File: config.mk
export PLATFORM = sky130hd
export DESIGN_NAME = pin_loopback_tester
export DESIGN_NICKNAME = d
export VERILOG_FILES = /design/src/rtl/pin_loopback_tester.sv
export SDC_FILE = /design/constraint.sdc
export NUM_CORES = 1
export LEC_CHECK = 0
export CORE_UTILIZATION = 55
export CTS_CLUSTER_DIAMETER = 40
export DETAILED_ROUTE_END_ITERATION = 12
export DONT_BUFFER_PORTS = 1
export GPL_ROUTABILITY_DRIVEN = 0
export HOLD_SLACK_MARGIN = 0.06
export PLACE_DENSITY = 0.78
export SYNTH_ARGS = -nofsm -noshare
export SYNTH_HDL_FRONTEND = slang
export SYNTH_SLANG_ARGS = --single-unit
export TNS_END_PERCENT = 50
File: constraint.sdc
create_clock -name clk -period 9.4 [get_ports clk]
set_input_delay 1.88 -clock clk [delete_from_list [all_inputs] [get_ports clk]]
set_output_delay 1.88 -clock clk [all_outputs]
set_load 0.05 [all_outputs]
File: src/rtl/pin_loopback_tester.sv
// pin_loopback_tester: walking-pattern pad driver/checker that flags stuck, open and shorted pins
module pin_loopback_tester #(
  parameter int N_PINS = 40,
  parameter int SETTLE_CYCLES = 16,
  parameter int PIN_W = $clog2(N_PINS)
) (
  input  logic              clk,
  input  logic              rst_n,
  input  logic              start,
  input  logic              abort,
  input  logic [1:0]        mode,
  input  logic [N_PINS-1:0] pin_in,
  output logic [N_PINS-1:0] pin_out,
  output logic [N_PINS-1:0] pin_oe,
  output logic              busy,
  output logic              done,
  output logic              pass,
  output logic [N_PINS-1:0] fail_mask,
  output logic              first_fail_valid,
  output logic [PIN_W-1:0]  first_fail_pin,
  output logic [PIN_W-1:0]  cur_pin
);
  typedef enum logic [1:0] {IDLE, SETTLE, SAMPLE, DONE} state_t;
  localparam int CNT_W = $clog2(SETTLE_CYCLES + 1);
  state_t state, state_n;
  logic [N_PINS-1:0] sync1, sync2, onehot, mismatch;
  logic [CNT_W-1:0] cnt;
  logic [PIN_W-1:0] step, low_pin;
  logic both, walk_zero, active, last_step, go, stop;
  assign active = state == SETTLE || state == SAMPLE;
  assign onehot = {{(N_PINS-1){1'b0}}, 1'b1} << step;
  assign pin_out = active ? (walk_zero ? ~onehot : onehot) : '0;
  assign pin_oe = {N_PINS{active}};
  assign busy = active;
  assign done = state == DONE;
  assign pass = done && ~|fail_mask;
  assign cur_pin = active ? step : '0;
  assign mismatch = sync2 ^ pin_out;
  assign last_step = step == PIN_W'(N_PINS - 1);
  assign stop = abort && state != IDLE;
  assign go = start && !abort && !active;
  // pads are asynchronous; only the second flop is ever compared
  always_ff @(posedge clk) begin
    sync1 <= rst_n ? pin_in : '0;
    sync2 <= rst_n ? sync1 : '0;
  end
  // lowest-index mismatching pin for first-fail capture
  always_comb begin
    low_pin = '0;
    for (int i = N_PINS - 1; i >= 0; i--)
      if (mismatch[i]) low_pin = PIN_W'(i);
  end
  // next-state: abort beats start, start is accepted from IDLE or DONE
  always_comb begin
    state_n = state;
    if (stop) state_n = IDLE;
    else if (go) state_n = SETTLE;
    else if (state == SETTLE && cnt == '0) state_n = SAMPLE;
    else if (state == SAMPLE) state_n = (!last_step || (both && !walk_zero)) ? SETTLE : DONE;
  end
  // state register
  always_ff @(posedge clk) begin
    if (!rst_n) state <= IDLE;
    else state <= state_n;
  end
  // step/settle bookkeeping and result accumulation; abort leaves results untouched
  always_ff @(posedge clk) begin
    if (!rst_n) begin
      both <= 1'b0;
      walk_zero <= 1'b0;
      step <= '0;
      cnt <= '0;
      fail_mask <= '0;
      first_fail_valid <= 1'b0;
      first_fail_pin <= '0;
    end else if (go) begin
      both <= mode[1];
      walk_zero <= mode == 2'b01;
      step <= '0;
      cnt <= CNT_W'(SETTLE_CYCLES - 1);
      fail_mask <= '0;
      first_fail_valid <= 1'b0;
      first_fail_pin <= '0;
    end else if (!stop) begin
      if (state == SETTLE) cnt <= cnt - CNT_W'(1);
      if (state == SAMPLE) begin
        fail_mask <= fail_mask | mismatch;
        if (|mismatch && !first_fail_valid) begin
          first_fail_valid <= 1'b1;
          first_fail_pin <= low_pin;
        end
        cnt <= CNT_W'(SETTLE_CYCLES - 1);
        step <= last_step ? '0 : step + PIN_W'(1);
        if (last_step) walk_zero <= 1'b1;
      end
    end
  end
endmodule
==> results.txt <==
Slew HR: 15.1%
Clock transition at path regs: 0.06 ns
DR iter-0 viols: 904
post-synth net total: 1,051
met3 usage: 10.2%
Seq/Total Area, Yosys: 34.5%
DRC violation count after routing: 0
largest net degree at the start of global routing: 90
Leak: 3.32 nW
asr flop ratio synth: 0%
fin area: 8710 µm²
core area: 14,600 µm²
die area: 15,500 µm²
CP required: 7.52 ns
top cell type's share of synthesized area: 34.5%
Via-to-Cell Ratio: 6.46
clock buffer depth: 2
die width: 124 µm
CTS sink cnt: 142
Clock Power Share: 38.7%
Syn Std Cell Area: 8230 µm²
final net count: 981
GR peak layer: met2
CTS root buf: clkbuf_16
Setup crit end kind: output port
outcome: finished, final reports clean
Std-Cell Rows: 44
Tcrit/Tclk final: 61.8%
Final Hold Fails: 0
Clock Skew: 0.00894 ns
Ys Warns: 0
Overflow after GRT: 0
drt wl/cell: 21.3 µm
endpoints failing setup: 0
CP max FO: 45
clk_lat worst skew: 0.43 ns
count leader, synth: dfxtp_1
layout cell share with drive strength beyond 1: 9.72%
Syn Inst Count: 993
top post-synthesis cells by count: dfxtp_1, nor2_1, and2_1, a21oi_1, clkbuf_1
number of global-route vias before repair: 6,513
Num CTS Buffers: 17
overall routing resource usage: 30.4%
WL final: 23,900 µm
hold buffers post-CTS: 0
Netlist cell types: 85
met2 usage: 43.8%
FF+latch count, synth: 142
sw power: 0.641 mW
I/O Pins: 182
sequential power share: 36.4%
Max Clk Rate: 172 MHz
TritonCTS clock tree: yes
worst slew pin tran: 1.27 ns
Hold WC Path Type: reg -> reg
main flop type after synthesis: dfxtp_1
Area contributors post-synth: dfxtp_1, and2_1, nor2_1
CP Launch Type: flip-flop
Comb pwr share: 24.9%
first-pass GRT wire length: 36,600 µm
fillers: 1,281
Setup CP Type: reg -> out
DRT Pass-1 Iters: 6
Die Y: 124 µm
crit path DAT: 3.93 ns
Post-synth EDFFs: 0
CTS H-tree lvls: 4
Post-DRT Antenna Nets: 0
Power Density: 206 nW/µm²
via count: 7,238
number of gates resized after cts: 0
met1 GRT Util: 39.7%
diodes inserted: 0
P_int: 1.15 mW
Peak VDD IR: 0.182 mV
Placed Area: 8100 µm²
area grow syn2layout: 5.81%
Detail Placement HPWL: 16,600 µm
initial antenna violation count: 0
switching share of power: 35.8%
post-CTS repair timing setup buffer count: 0
dominant cell type by area after synthesis: dfxtp_1
initial cell density of the core: 56.4%
number of port buffers: 0
Final Max Slew Viols: 0
syn avg cell area: 8.29 µm²
Final TNS setup: 0 ns
RSZ-0062 raised after global routing: no
Max-cap violations: 0
post-layout min period: 5.81 ns
==> layout make-up <==
| type | instances | area (µm²) | area share [%] |
|---|---|---|---|
| multi-input cells | 714 | 4710 | 54.1 |
| flip-flops and latches | 142 | 2840 | 32.7 |
| clock buffers | 18 | 429 | 4.93 |
| repair buffers | 27 | 235 | 2.70 |
| well taps | 184 | 230 | 2.64 |
| clock inverters | 14 | 180 | 2.07 |
| inverters | 21 | 78.8 | 0.905 |
==> final timing paths <==
kind | cells past startpoint | from | endpoint | slack [ns]
setup reg to reg | 10 | state[0] | first_fail_pin[2] | 3.97
hold / removal | 1 | sync1[39] | sync2[39] | 0.43
hold reg to reg | 1 | sync1[39] | sync2[39] | 0.43
setup / recovery | 4 | state[0] | pin_out[13] | 3.59
==> layer usage <==
metal	up-vias	wire, µm	share of wire, %
li1	3337	-	-
met1	3365	9610	40
met2	450	10200	43
met3	86	2800	12
met4	0	1250	5.2
met5	-	0	0
==> flip-flops by register name, summed over array words and instances, names as in the netlist <==
name,flops
fail_mask,40
sync2,40
first_fail_valid,1
cnt,5
sync1,40
both,1
first_fail_pin,6
step,6
state,2
walk_zero,1
==> cells by family after synthesis <==
family	after synthesis	share of synthesized area, %
compound gates	214	17.7
xor+xnor	50	5.32
fa+ha+maj	12	1.82
buf+inv	137	8.62
flops	142	34.5
mux	21	2.60
simple gates	417	29.4
==> placed cells by master, fill, tap and decap left out, drive strengths merged, types with 7 or more instances in the layout <==
cell type    n
nand2       47
or3          7
nor2b       12
a31oi        9
nor4bb      10
nor3        27
o221ai       8
nand3       16
a211oi       9
a311oi       8
nor4        16
a21oi       69
nor4b        8
inv         25
xor2        22
ha          12
nand4        7
buf         27
o21ai       29
and2        86
mux2i       18
nand3b       9
nand2b      19
dfxtp      142
nor2       105
o21a        15
xnor2       28
clkbuf      18
and3         8
==> worst max-delay path, stage by stage (launching register included) <==
cell and delay, ns:
dfxtp_1 0.38, inv_1 0.11, ha_4 0.95, inv_1 0.87
a21oi_1 1.15
==> through the flow <==
step,hold slack [ns],power (mW),setup WS [ns],instances,utilization [%]
floorplan,0.412,1.07,3.96,993,-
global placement,0.417,1.10,4.20,1088,55.5
detailed placement,0.418,1.10,4.11,1088,55.5
CTS,0.432,1.79,3.61,1120,59.7
global route,0.442,1.85,3.47,1120,59.7
finish,0.431,1.79,3.59,1120,59.7
==> power groups by stage <==
stage / Combinational, mW / Sequential [mW] / Clock (mW)
final: 0.447 / 0.653 / 0.693
after CTS: 0.439 / 0.652 / 0.700
after detailed placement: 0.436 / 0.664 / 0
after global placement: 0.433 / 0.664 / 0
after floorplan: 0.419 / 0.655 / 0
after global routing: 0.469 / 0.655 / 0.729
Power figures use the tool's default switching activity.
